`config.mk`:
```
export PLATFORM = sky130hd
export DESIGN_NAME = mic_level_meter_flat
export DESIGN_NICKNAME = d
export VERILOG_FILES = /design/src/rtl/mic_level_meter_if.sv /design/src/rtl/mic_level_meter.sv /design/src/flat_wrapper.sv
export SDC_FILE = /design/constraint.sdc
export NUM_CORES = 1
export LEC_CHECK = 0
export BUFFER_PORTS_ARGS = -buffer_cell sky130_fd_sc_hd__buf_4
export CAP_MARGIN = 20
export CORE_MARGIN = 4
export CORE_UTILIZATION = 66
export CTS_CLUSTER_SIZE = 25
export DETAILED_ROUTE_END_ITERATION = 12
export GPL_TIMING_DRIVEN = 0
export PLACE_DENSITY = 0.86
export SETUP_SLACK_MARGIN = 0.2
export SYNTH_ARGS = -nofsm -noshare
export SYNTH_HDL_FRONTEND = slang
export SYNTH_SLANG_ARGS = --single-unit
```
`constraint.sdc`:
```
create_clock -name clk -period 9.6 [get_ports clk]
set_input_delay 1.44 -clock clk [delete_from_list [all_inputs] [get_ports clk]]
set_output_delay 1.44 -clock clk [all_outputs]
set_load 0.02 [all_outputs]
```
`src/rtl/mic_level_meter_if.sv`:
```
// Sample/result bundle for the mic level meter: the mic sample in, the held peak, LED bar and clip flag out.
// master = sample source / display consumer, slave = the meter itself.
interface mic_level_meter_if #(
  parameter int w_mic = 24,
  parameter int w_led = 8
);
  logic [w_mic-1:0] mic;
  logic [w_mic-2:0] peak;
  logic [w_led-1:0] led;
  logic             clip;

  modport master (output mic, input peak, input led, input clip);
  modport slave  (input mic, output peak, output led, output clip);
endinterface

```
`src/rtl/mic_level_meter.sv`:
```
// Peak-hold mic level meter: |sample| peak with hold and 1/8 exponential decay, drives a thermometer LED bar.
// Latency: mic -> peak/clip 2 clk, mic -> led 3 clk.  No backpressure: accepts a sample every cycle.
// MIC_LEVEL_LOG_EN selects a 6 dB-per-LED log bar instead of the linear bar.
module mic_level_meter #(
  parameter int clk_mhz  = 27,
  parameter int w_mic    = 24,
  parameter int w_led    = 8,
  parameter int hold_ms  = 500,
  parameter int decay_us = 20000
) (
  input  logic           clk,
  input  logic           rst_n,
  mic_level_meter_if.slave bus
);

  localparam int HOLD_RAW = clk_mhz * 1000 * hold_ms;
  localparam int DEC_RAW  = clk_mhz * decay_us;
  localparam int HOLD_CYC = (HOLD_RAW < 1) ? 1 : HOLD_RAW;
  localparam int DEC_CYC  = (DEC_RAW < 1) ? 1 : DEC_RAW;
  localparam int W_HOLD   = $clog2(HOLD_CYC + 1);
  localparam int W_DEC    = $clog2(DEC_CYC + 1);
  localparam int W_LV     = $clog2(w_led + 1);
  localparam int W_PROD   = w_mic + $clog2(w_led + 1);

  localparam logic [W_HOLD-1:0] HOLD_LOAD = W_HOLD'(HOLD_CYC - 1);
  localparam logic [W_DEC-1:0]  DEC_LAST  = W_DEC'(DEC_CYC - 1);
  localparam logic [w_mic-2:0]  FULL      = '1;

  logic [w_mic-1:0]  mic_r;
  logic [w_mic-1:0]  neg;
  logic [w_mic-2:0]  mag;
  logic [w_mic-2:0]  peak_q;
  logic [w_mic-2:0]  step;
  logic [W_HOLD-1:0] hold_cnt;
  logic [W_DEC-1:0]  decay_cnt;
  logic              clip_q;
  logic [W_LV-1:0]   level;
  logic [w_led-1:0]  led_nxt;
  logic [w_led-1:0]  led_q;

  // Only the most negative input leaves neg with its MSB set; saturate it to full scale.
  always_comb begin
    neg = -mic_r;
    if (!mic_r[w_mic-1])
      mag = mic_r[w_mic-2:0];
    else if (neg[w_mic-1])
      mag = FULL;
    else
      mag = neg[w_mic-2:0];
  end

  assign step = peak_q >> 3;

  always_comb begin
    int lvl;
`ifdef MIC_LEVEL_LOG_EN
    int msb;
    msb = -1;
    for (int i = 0; i < w_mic-1; i++)
      if (peak_q[i]) msb = i;
    lvl = msb - (w_mic - 1 - w_led) + 1;
`else
    logic [W_PROD-1:0] prod;
    prod = W_PROD'(peak_q) * W_PROD'(w_led + 1);
    lvl  = int'(prod >> (w_mic - 1));
`endif
    if (lvl < 0)     lvl = 0;
    if (lvl > w_led) lvl = w_led;
    level = W_LV'(lvl);
    for (int i = 0; i < w_led; i++)
      led_nxt[i] = (i < lvl);
  end

  always_ff @(posedge clk or negedge rst_n) begin
    if (!rst_n) begin
      mic_r     <= '0;
      peak_q    <= '0;
      hold_cnt  <= '0;
      decay_cnt <= '0;
      clip_q    <= 1'b0;
      led_q     <= '0;
    end else begin
      mic_r <= bus.mic;
      led_q <= led_nxt;
      if (mag > peak_q) begin
        peak_q    <= mag;
        hold_cnt  <= HOLD_LOAD;
        decay_cnt <= '0;
        clip_q    <= (mag == FULL);
      end else if (hold_cnt != '0) begin
        hold_cnt <= hold_cnt - W_HOLD'(1);
        if (hold_cnt == W_HOLD'(1)) clip_q <= 1'b0;
      end else begin
        // Also covers a one-cycle hold, where the counter is loaded with zero.
        clip_q <= 1'b0;
        if (decay_cnt == DEC_LAST) begin
          decay_cnt <= '0;
          peak_q    <= (step == '0) ? '0 : peak_q - step;
        end else begin
          decay_cnt <= decay_cnt + W_DEC'(1);
        end
      end
    end
  end

  assign bus.peak = peak_q;
  assign bus.led  = led_q;
  assign bus.clip = clip_q;

endmodule
```
`src/flat_wrapper.sv`:
```
// flat-port wrapper written by rule: the top's interface ports become plain ports
module mic_level_meter_flat 
#(
  parameter int clk_mhz  = 27,
  parameter int w_mic    = 24,
  parameter int w_led    = 8,
  parameter int hold_ms  = 500,
  parameter int decay_us = 20000
)
  (clk, rst_n, bus_mic, bus_peak, bus_led, bus_clip);
  mic_level_meter_if #(.w_mic(w_mic), .w_led(w_led)) bus_i ();
  input  logic clk;
  input  logic rst_n;
  input wire logic [$bits(bus_i.mic)-1:0] bus_mic;
  output wire logic [$bits(bus_i.peak)-1:0] bus_peak;
  output wire logic [$bits(bus_i.led)-1:0] bus_led;
  output wire logic [$bits(bus_i.clip)-1:0] bus_clip;
  assign bus_i.mic = bus_mic;
  assign bus_peak = bus_i.peak;
  assign bus_led = bus_i.led;
  assign bus_clip = bus_i.clip;
  mic_level_meter #(.clk_mhz(clk_mhz), .w_mic(w_mic), .w_led(w_led), .hold_ms(hold_ms), .decay_us(decay_us)) u_core (.clk(clk), .rst_n(rst_n), .bus(bus_i));
endmodule
```
# Word level (Yosys, flattened, before mapping)
# Index checks and enable logic that the tools add are counted.
# totals
out_inout_bits	32
register_bits	100
input_bits	26
# classes
reduce_logical	5
n_lt_le_gt_ge	11
n_eq_ne	5
multipliers	1
n_addsub	4
mux	16
# op_table
op	count
2-to-1 mux 23 bit	6
2-to-1 mux 20 bit	3
2-to-1 mux 24 bit	2
multiplier 23 x 4 -> 27 bit, second input constant	1
== test 24 x 1 -> 1 bit, second input constant	1
negator 24 bit	1
nonzero test 24 bit	1
subtractor 24 x 1 -> 24 bit, second input constant	1
== test 23 bit, second input constant	1
> comparator 23 bit	1
zero test 23 bit	1
subtractor 23 x 20 -> 23 bit	1
adder 20 x 1 -> 20 bit, second input constant	1
== test 20 bit, second input constant	1
less-than comparator 3 x 4 -> 1 bit, first input constant	4
less-than comparator 1 x 4 -> 1 bit, first input constant	2
less-than comparator 2 x 4 -> 1 bit, first input constant	2
2-to-1 mux 4 bit	2
> comparator 4 bit, second input constant	1
less-than comparator 4 x 1 -> 1 bit, second input constant	1
nonzero test 2 bit	2
2-to-1 mux 1 bit	3
!= test 3 x 2 -> 1 bit, second input constant	1
!= test 2 x 1 -> 1 bit, second input constant	1
AND reduction 2 bit	1

# Logic depth before layout (Yosys ltp)
# logic_depth
depth_word	6
mapped_depth	19

# Least setup slack after synthesis
# No wires, ideal clock.
# synth_path
kind	reg2reg
start	register u_core.mic_r[7]
end	register u_core.peak_q[20], in the netlist u_core.bus.peak[20]
path_slack_ns	5.186
setup_time_ns	0.141
synth_period_minus_slack_ns	4.414
stages_incl_launch_ff	19
t_arrival_ns	4.273
required_time_ns	9.459
cell_sequence	dfrtp_1 > buf_6 > or4_4 > or4_4 > nor2_4 > buf_4 > o21a_1 > nor2_1 > a31oi_1 > ha_1 > a21oi_1 > o21ai_0 > a211oi_1 > nor3_1 > o31ai_1 > clkbuf_1 > clkbuf_1 > clkbuf_1 > a31oi_1
# synth_between
elab_chain_cells	6
# synth_lines
element	line_no	text
start: declaration	mic_level_meter.sv:29	logic [w_mic-1:0] mic_r;
start signal: assignment	mic_level_meter.sv:83	mic_r <= bus.mic;
negator 24 bit	mic_level_meter.sv:43	neg = -mic_r;
2-to-1 mux 23 bit	mic_level_meter.sv:46	else if (neg[w_mic-1])
2-to-1 mux 23 bit (*)	mic_level_meter.sv:44	if (!mic_r[w_mic-1])
> comparator 23 bit	mic_level_meter.sv:85	if (mag > peak_q) begin
!= test 2 x 1 -> 1 bit (no source line) / nonzero test 2 bit (equally long branches)	n/a	
AND reduction 2 bit (no source line)	n/a	
end signal: assignment	mic_level_meter.sv:86	peak_q <= mag;
end signal: assignment	mic_level_meter.sv:98	peak_q <= (step == '0) ? '0 : peak_q - step;
end: declaration	mic_level_meter.sv:32	logic [w_mic-2:0] peak_q;
# Mark *: on every way between the ends. The rest lies on a longest branch, timed or not.
# A chain may end at the register's enable or synchronous reset.

# Final worst setup path
# layout_path
start	register u_core.mic_r[11]
end	register u_core.peak_q[5], in the netlist u_core.bus.peak[5]
# Same word-level chain as after synthesis.

==> run_results.csv <==
group,metric,value,unit
cts,postCtsHoldBufs,0,
drt,wl,20400,µm
setup_path,cpMostUsedCell,"clkbuf_1",
min_path,hold_path_class,"reg -> reg",
layout,fillers,872,
sta,fin_crit_sh,0.583,
power,p_leak,3.78,nW
setup_path,path_cells,"or4_4 > or4_4 > nor2_4 > buf_4 > o21a_1 > nor2_1 > a31oi_1 > ha_1 > a21oi_1 > o21ai_0 > a211oi_1 > nor3_1 > o31ai_1 > clkbuf_1 > clkbuf_1 > clkbuf_1 > a21oi_1",
synth,yosys_warnings,0,
grt,grt_pass1_vias,6948,
floorplanning,rows,39,
setup_path,end_kind,"register",
drt,vias_per_cell,6.57,
drt,drtIter0Drc,638,
setup_path,cp_max_fo,10,
cts,cts_resized,0,
synth,seq_area_frac_synth,0.326,
place,gp_congestion,0.995,
setup_path,critPathTopFamily,"buffers and inverters",
sta,setup_tns,0,ns
grt,overflow,0,
sta,drv_slew,0,
setup_path,cp.arrival,5.80,ns
cts,cts.htree.levels,3,
synth,syn_nets,999,
synth,ys_async_sr_fraction,1.00,
synth,ys_ff_latch,100,
sta,slew_headroom,0.523,
power,pwr-share-clk,0.136,
place,hpwl,15400,µm
cts,cts_sinks,100,
layout,diodes,0,
power,p_seq_frac,0.231,
power,power_switching,0.00135,W
run,cap_viol_max_count,0,
power,ir_drop,0.248,mV
grt,antenna_found_initial,0,
sta,tightest_slew,0.706,ns
drt,antenna_left,0,
synth,synth_area_leaders,"dfrtp_1 (33%), ha_1 (14%), a21oi_1 (3.9%)",
cts,cts_setup_buffers,0,
layout,drive_above_1_share,0.0990,
synth,syn_area_per_cell,8.65,µm²
place,port_buffers,57,
floorplanning,boundaryPins,58,
floorplanning,core,11400,µm²
grt,track_usage,0.319,
power,p_sw_frac,0.493,
drt,wire_per_inst,18.5,µm
synth,netlist_area,7670,µm²
cts,path_clk_slew,0.07,ns
setup_path,critPathLaunchType,"register",
layout,syn2layout_area_growth,12.2,%
power,powerDensity,318,nW/µm²
grt,grt_use_met3,0.0543,
power,p_int,0.00139,W
sta,fmax,179,MHz
sta,rsz0062_at_grt,"no",
layout,final_nets,1068,
synth,synth_flop_cell,"dfrtp_1",
cts,clk_latency,0.36,ns
grt,use_met1,0.455,
sta,period_needed,5.60,ns
cts,cts_root_buffer,"clkbuf_16",
cts,cts_buffers,9,
synth,yosysTopAreaCellShare,0.326,
grt,grt_pass1_wl,34300,µm
cts,cts_tree,"yes",
floorplanning,start_util,0.674,
sta,setup_ws,4.00,ns
run_status,status,"finished, final reports clean",
drt,drc,0,
setup_path,crit_required,9.80,ns
synth,synth_edf_count,0,
floorplanning,die-width,116,µm
sta,skew,0.0127,ns
floorplanning,die_h,116,µm
cts,clockBufferDepth,2,
drt,firstDrtPassIters,6,
synth,synth.largest_area_cell,"dfrtp_1",
setup_path,slowest_delay,0.62,ns
setup_path,worstSetupPathType,"reg -> reg",
setup_path,cp_slowest_cell,"or4_4",
setup_path,path_buf_inv,4,
grt,grt_max_degree,70,
place,dp_slack,4.13,ns
power,combPwrFrac,0.632,
sta,setup_violations,0,
sta,hold_violations,0,
synth,ys_types,75,
grt,grtUsageMet2,0.500,
synth,synthCells,886,
grt,grt-busiest-layer,"met2",
floorplanning,die_area,13400,µm²
drt,vias,7246,
## kinds of logic after synthesis
logic type      Yosys count  synth area share
compound gates          243             0.212
xor+xnor                 37            0.0423
fa+ha+maj                87             0.143
buf+inv                 103            0.0527
flops                   100             0.326
mux                       5           0.00669
simple gates            311             0.217
## layout by cell type (no fill, tap or decap), types with 11 or more instances in the layout
cell type	netlist	routed
clkbuf_1	27	29
a21oi_1	59	59
inv_1	65	65
nor3_1	32	32
o21ai_0	39	39
and3_1	11	11
o211ai_1	11	11
nand2_1	63	63
xnor2_1	26	26
dfrtp_1	100	100
nor2_1	57	57
nand2b_1	13	13
nor4_1	15	15
nand3_1	38	38
a31oi_1	33	33
xor2_1	11	11
nand4_1	16	16
a21o_1	13	13
o31ai_1	15	15
ha_1	86	86
o21a_1	12	12
buf_4	1	58
## final timing paths
path | slack, ns | startpoint | to | cells past startpoint
worst max-delay path | 4.00 | u_core.mic_r[11] | u_core.bus.peak[5] | 17
worst min-delay path | 0.52 | u_core.decay_cnt[12] | u_core.decay_cnt[12] | 1
worst max register to register | 4.00 | u_core.mic_r[11] | u_core.bus.peak[5] | 17
worst min register to register | 0.52 | u_core.decay_cnt[12] | u_core.decay_cnt[12] | 1
max in group asynchronous | 7.86 | rst_n | u_core.bus.peak[12] | 2
min in group asynchronous | 1.02 | rst_n | u_core.bus.peak[5] | 1
## power groups by stage
stage               logic, W  registers, W  clock network, W
floorplan            0.00115      0.000668                 0
global placement     0.00163      0.000631                 0
detailed placement   0.00167      0.000633                 0
CTS                  0.00170      0.000626          0.000379
global route         0.00192      0.000642          0.000395
finish               0.00173      0.000632          0.000373
## synth_stat cells, types with 5 or more instances
cell and instances:
dfrtp_1 100, nand3_1 38, nand2b_1 13, o21a_1 12
a31oi_1 33, o31ai_1 15, and2_1 8, o2111ai_1 9
nor3_1 32, or4_1 8, nor2_1 57, inv_1 65
nand4_1 16, a21oi_1 59, nand3b_1 9, clkbuf_1 27
a22oi_1 7, xor2_1 11, a21o_1 13, nand2_1 63
or3_1 7, xnor2_1 26, o211ai_1 11, buf_2 5
and3_1 11, nor2b_1 6, o21ai_0 39, nor4_1 15
ha_1 86
## registers in the layout, summed over array words and instances, names as in the netlist
name / count
u_core.bus.clip: 1
u_core.bus.led: 8
u_core.bus.peak: 23
u_core.decay_cnt: 20
u_core.hold_cnt: 24
u_core.mic_r: 24
## area by class of cell
| class | instances | area, µm² | share of cell area |
|---|---|---|---|
| clock buffer | 12 | 246 | 0.0287 |
| sequential | 100 | 2500 | 0.291 |
| multi-input combinational | 683 | 4760 | 0.553 |
| buffer | 38 | 160 | 0.0186 |
| inverter | 65 | 244 | 0.0284 |
| clock inverter | 4 | 55.1 | 0.00640 |
| tap | 143 | 179 | 0.0208 |
| timing repair buffer | 58 | 455 | 0.0529 |
## metal layers
layer	up-vias	part of all wire	routed length, µm
met5	-	0	0
met3	41	0.090	1830
met4	0	0.021	421
li1	3421	-	-
met2	357	0.46	9300
met1	3427	0.43	8870
## stage by stage
step	instances	utilization	instance area, µm²	hold WS [ns]	power, W
after floorplan	886	-	7670	0.457	0.00182
after global placement	1086	0.728	8270	0.481	0.00226
after detailed placement	1087	0.730	8300	0.505	0.00231
after CTS	1103	0.757	8600	0.515	0.00270
after global routing	1103	0.757	8600	0.540	0.00295
final	1103	0.757	8600	0.518	0.00273
No activity file was read; power rests on OpenSTA's default activity.
